**src/rtl/cache_line_fill_controller.sv**
```systemverilog
// Line-fill and write-through sequencer for the shared memory port: critical-word-first
// pipelined word reads against fixed-latency memory, plus single-word stores.
module cache_line_fill_controller #(
  parameter int unsigned MEM_LATENCY    = 4,
  parameter int unsigned WORDS_PER_LINE = 8
) (
  input  logic                              clk,
  input  logic                              rst,
  input  logic                              req,
  input  logic                              req_we,
  input  logic [15:0]                       req_addr,
  input  logic [15:0]                       req_wdata,
  output logic                              busy,
  output logic                              done,
  output logic                              mem_en,
  output logic                              mem_wr,
  output logic [15:0]                       mem_addr,
  output logic [15:0]                       mem_wdata,
  input  logic [15:0]                       mem_rdata,
  output logic                              fill_we,
  output logic [$clog2(WORDS_PER_LINE)-1:0] fill_word,
  output logic [15:0]                       fill_data
);

  localparam int unsigned LOG2      = $clog2(WORDS_PER_LINE);
  localparam int unsigned LAT       = MEM_LATENCY;
  localparam logic [15:0] LINE_MASK = 16'(2 * WORDS_PER_LINE - 1);

  typedef enum logic [2:0] {IDLE, ISSUE, DRAIN, WRITE, DONE} state_t;

  state_t            state, state_d;
  logic [15:0]       base_q, base_d;
  logic [LOG2-1:0]   word_q, word_d;
  logic [LOG2-1:0]   cnt_q, cnt_d;
  logic [LOG2-1:0]   word_inc;
  logic              busy_d, done_d, mem_en_d, mem_wr_d;
  logic [15:0]       mem_addr_d, mem_wdata_d;
  logic [LAT-1:0]    pipe_v;
  logic [LOG2-1:0]   pipe_w [LAT];
  logic              pipe_busy;
  logic              unused_addr_bit;

  assign word_inc        = word_q + LOG2'(1);
  assign pipe_busy       = |pipe_v;
  assign unused_addr_bit = req_addr[0];

  // State register
  always_ff @(posedge clk) begin
    if (rst) state <= IDLE;
    else     state <= state_d;
  end

  // Next state and next values of the memory-side outputs
  always_comb begin
    state_d     = state;
    base_d      = base_q;
    word_d      = word_q;
    cnt_d       = cnt_q;
    mem_en_d    = 1'b0;
    mem_wr_d    = 1'b0;
    mem_addr_d  = 16'h0000;
    mem_wdata_d = 16'h0000;
    case (state)
      IDLE: begin
        if (req) begin
          base_d     = req_addr & ~LINE_MASK;
          mem_en_d   = 1'b1;
          mem_addr_d = {req_addr[15:1], 1'b0};
          if (req_we) begin
            state_d     = WRITE;
            mem_wr_d    = 1'b1;
            mem_wdata_d = req_wdata;
          end else begin
            state_d = ISSUE;
            word_d  = req_addr[LOG2:1];
            cnt_d   = '0;
          end
        end
      end
      ISSUE: begin
        // Word index wraps inside the line, so the line base never changes
        if (cnt_q == LOG2'(WORDS_PER_LINE - 1)) begin
          state_d = DRAIN;
        end else begin
          mem_en_d   = 1'b1;
          mem_addr_d = base_q | 16'({word_inc, 1'b0});
          word_d     = word_inc;
          cnt_d      = cnt_q + LOG2'(1);
        end
      end
      DRAIN: begin
        if (fill_we && !pipe_busy) state_d = DONE;
      end
      WRITE:   state_d = DONE;
      DONE:    state_d = IDLE;
      default: state_d = IDLE;
    endcase
    busy_d = (state_d != IDLE);
    done_d = (state_d == DONE);
  end

  // Output registers, request context and the read-return tracking pipeline
  always_ff @(posedge clk) begin
    if (rst) begin
      base_q    <= 16'h0000;
      word_q    <= '0;
      cnt_q     <= '0;
      busy      <= 1'b0;
      done      <= 1'b0;
      mem_en    <= 1'b0;
      mem_wr    <= 1'b0;
      mem_addr  <= 16'h0000;
      mem_wdata <= 16'h0000;
      pipe_v    <= '0;
      for (int i = 0; i < LAT; i++) pipe_w[i] <= '0;
      fill_we   <= 1'b0;
      fill_word <= '0;
      fill_data <= 16'h0000;
    end else begin
      base_q    <= base_d;
      word_q    <= word_d;
      cnt_q     <= cnt_d;
      busy      <= busy_d;
      done      <= done_d;
      mem_en    <= mem_en_d;
      mem_wr    <= mem_wr_d;
      mem_addr  <= mem_addr_d;
      mem_wdata <= mem_wdata_d;
      pipe_v[0] <= mem_en & ~mem_wr;
      pipe_w[0] <= word_q;
      for (int i = 1; i < LAT; i++) begin
        pipe_v[i] <= pipe_v[i-1];
        pipe_w[i] <= pipe_w[i-1];
      end
      // Last stage lines up with the cycle mem_rdata is valid for that issue
      fill_we   <= pipe_v[LAT-1];
      fill_word <= pipe_v[LAT-1] ? pipe_w[LAT-1] : '0;
      fill_data <= pipe_v[LAT-1] ? mem_rdata : 16'h0000;
    end
  end

endmodule

```
**config.mk**
```make
export PLATFORM = sky130hd
export DESIGN_NAME = cache_line_fill_controller
export DESIGN_NICKNAME = d
export VERILOG_FILES = /design/src/rtl/cache_line_fill_controller.sv
export SDC_FILE = /design/constraint.sdc
export NUM_CORES = 1
export LEC_CHECK = 0
export ABC_CLOCK_PERIOD_IN_PS = 2800
export BUFFER_PORTS_ARGS = -buffer_cell sky130_fd_sc_hd__buf_2
export CORE_UTILIZATION = 30
export CTS_CLUSTER_DIAMETER = 100
export DETAILED_ROUTE_END_ITERATION = 8
export PLACE_DENSITY = 0.56
export SYNTH_ARGS = -nofsm -noshare
export SYNTH_HDL_FRONTEND = slang
export SYNTH_SLANG_ARGS = --single-unit
```
**constraint.sdc**
```tcl
create_clock -name clk -period 2.8 [get_ports clk]
set_clock_uncertainty 0.15 [all_clocks]
set_input_delay 0 -clock clk [delete_from_list [all_inputs] [get_ports clk]]
set_output_delay 0 -clock clk [all_outputs]
set_load 0.01 [all_outputs]
```
==> impl_metrics.ini <==
[clocking]
post_cts_buffers = 0
cts_tree = yes
clk-insertion-delay-late_ns = 0.35
clock_tree.root_cell = clkbuf_8
cts.clk_slew.worst_paths_ns = 0.08
clkSinkCount = 92
numCtsBuffers = 9
ctsHtreeMaxLevel = 3
cts_buffer_depth = 2
cts-hold-fix-buffers = 50
post_cts_resized = 0

[route]
dr.first_iter.drc_count = 78
wirelength_um = 6520
drc = 0
wire_per_inst_um = 11.5
ant_nets = 0
vias = 2396
drt_first_pass_iters = 4
routed_via_density = 4.24

[cells_and_area]
area_delta_synth_final_pct = 47.0
fin_area_um2 = 4330
drive_gt1_frac = 0.296
fillCellCount = 918
instances_no_fill = 565
diodes = 0
final_nets = 486

[critical_path]
crit_start = cnt_q[0]$_SDFFE_PP0P_
worstSetupPathType = reg2reg
crit_path_top_delay_cell = a311oi_1
cp.arrival_ns = 2.02
cp_max_fo = 8
critPathLaunchType = flop
max_stage_delay_ns = 0.36
end_kind = flop
r2r-start = cnt_q[0]$_SDFFE_PP0P_
path_cells = ha_1 > ha_1 > or2b_1 > a311oi_1 > a21boi_1
crit_top_cell = ha_1
required_ns = 2.94

[synth]
synth.most_common_cell = dfxtp_1
ys_ff_latch = 92
synthFlopType = dfxtp_1
synth.distinct_cells = 38
ys_warn_count = 0
yosys.area.top_type = dfxtp_1
yosysTopAreaCellShare = 0.625
synth.yosys.seq_area_share = 0.625
synth_area_leaders = dfxtp_1 (63%), and2_1 (7.4%), nand2_1 (5.0%)
netlist_instances = 280
syn_avg_cell_area_um2 = 10.5
synthesis.nets = 335
synthTopCellsByCount = dfxtp_1 (92), nand2_1 (39), and2_1 (35)
synth_edf_count = 0
synthArstFlopShare = 0
synth_area_um2 = 2950

[floorplan]
pin_count = 108
fp.dieH_um = 101
start_util = 0.314
die_area_um2 = 10200
std_cell_rows = 35
core_area_um2 = 9370
die-width_um = 101

[place]
gp_congestion = 0.775
dpl.cell_count = 499
place_area_um2 = 3560
io_buffer_count = 105
hpwl_um = 3910

[global_routing]
grt_pass1_wl_um = 10200
grt_use_total = 0.131
overflow = 0
grt_max_degree = 27
grt_pass1_vias = 2178
antenna_found_initial = 0

[min_path]
min_from = mem_rdata[0]
hp-class = in2reg

[run_status]
outcome = complete, no violations

[power_and_ir_drop]
p_per_area_nw_per_um2 = 665
power.static_leakage_uw = 0.00201
ir_drop_uv = 247

[timing]
relSlewSlack = 0.436
rsz0062_at_grt = false
tns_ns = 0
drv_slew = 0
tightest_slew_ns = 0.842
post-route-period-util = 0.671
period_minus_slack_ns = 1.88
finalHoldViolCount = 0
setup_viol = 0
fmax_ghz = 0.532

[run]
max_cap_viol_count = 0
## layout make-up
type / count / area (µm²) / area share
clock buffer: 10 / 138 / 0.0318
tap: 129 / 161 / 0.0373
sequential: 92 / 1840 / 0.425
inverter: 6 / 22.5 / 0.00520
timing repair buffer: 158 / 1050 / 0.242
clock inverter: 6 / 134 / 0.0309
multi-input combinational: 164 / 987 / 0.228
## cell families after synthesis
kind of cell / Yosys count / share of synthesized area
and+or+nand+nor: 109 / 0.209
DFF: 92 / 0.625
AOI/OAI and AO/OA: 49 / 0.105
buffers and inverters: 24 / 0.0399
adders and majority gates: 3 / 0.0127
other: 1 / 0.00127
xor gates and xnor gates: 1 / 0.00297
muxes: 1 / 0.00340
## sequential cells by signal, summed over array words and instances, names as in the netlist, 3 cells and up
name	cells
state	3
base_q	12
pipe_v	4
cnt_q	3
word_q	3
pipe_w	12
mem_addr	15
fill_word	3
mem_wdata	16
fill_data	16
## through the flow
stage	worst slack [ns]	power [µW]	utilization	hold WS, ns
2_1_floorplan	1.06	1610	-	-0.0321
6_report	0.921	2880	0.462	0.228
3_3_place_gp	0.955	1690	0.380	0.0491
5_1_grt	0.756	3030	0.462	0.212
3_5_place_dp	0.903	1700	0.380	0.0523
4_1_cts	0.903	2920	0.462	0.208
## per-layer routing
layer	track usage	vias up	wire length, µm
met3	0.0437	7	360
met5	0	-	0
met2	0.212	66	3170
li1	-	1220	-
met1	0.158	1103	2900
met4	0.0569	0	91
## critical path, delay by kind of cell, from the launching register on
kind / cells / cell delay, ns
flip-flops: 1 / 0.34
adder cells (fa/ha/maj): 2 / 0.43
AO/OA/AOI/OAI: 2 / 0.55
AND/OR/NAND/NOR: 1 / 0.34
## cells in the final DEF, fill, tap and decap left out, types with 2 or more instances in the layout
cell,count
buf_2,105
dfxtp_1,92
dlygate4sd3_1,50
nand2_1,39
and2_1,35
a21oi_1,29
nor2b_1,15
clkbuf_8,10
nor2_1,7
inv_1,6
bufinv_16,4
a21o_1,3
a22oi_1,3
ha_1,3
buf_4,3
nor4b_4,2
and3_1,2
a221oi_1,2
o32ai_1,2
a32o_1,2
nor3b_1,2
## power by group
group / total (µW) / internal (µW) / switching, µW
logic: 312 / 160 / 152
registers: 1410 / 1370 / 36.5
clock network: 1160 / 709 / 452
total: 2880 / 2240 / 641
## final timing paths
| path | slack [ns] | depth (start not counted) | end |
|---|---|---|---|
| max | 0.92 | 5 | word_q[1]$_SDFFE_PP0P_ |
| min | 0.23 | 3 | fill_data[0]$_SDFF_PP0_ |
| min reg2reg | 0.28 | 1 | fill_word[1]$_SDFF_PP0_ |
| max reg2reg | 0.92 | 5 | word_q[1]$_SDFFE_PP0P_ |
Note: power is estimated with default switching activity, not from simulation.
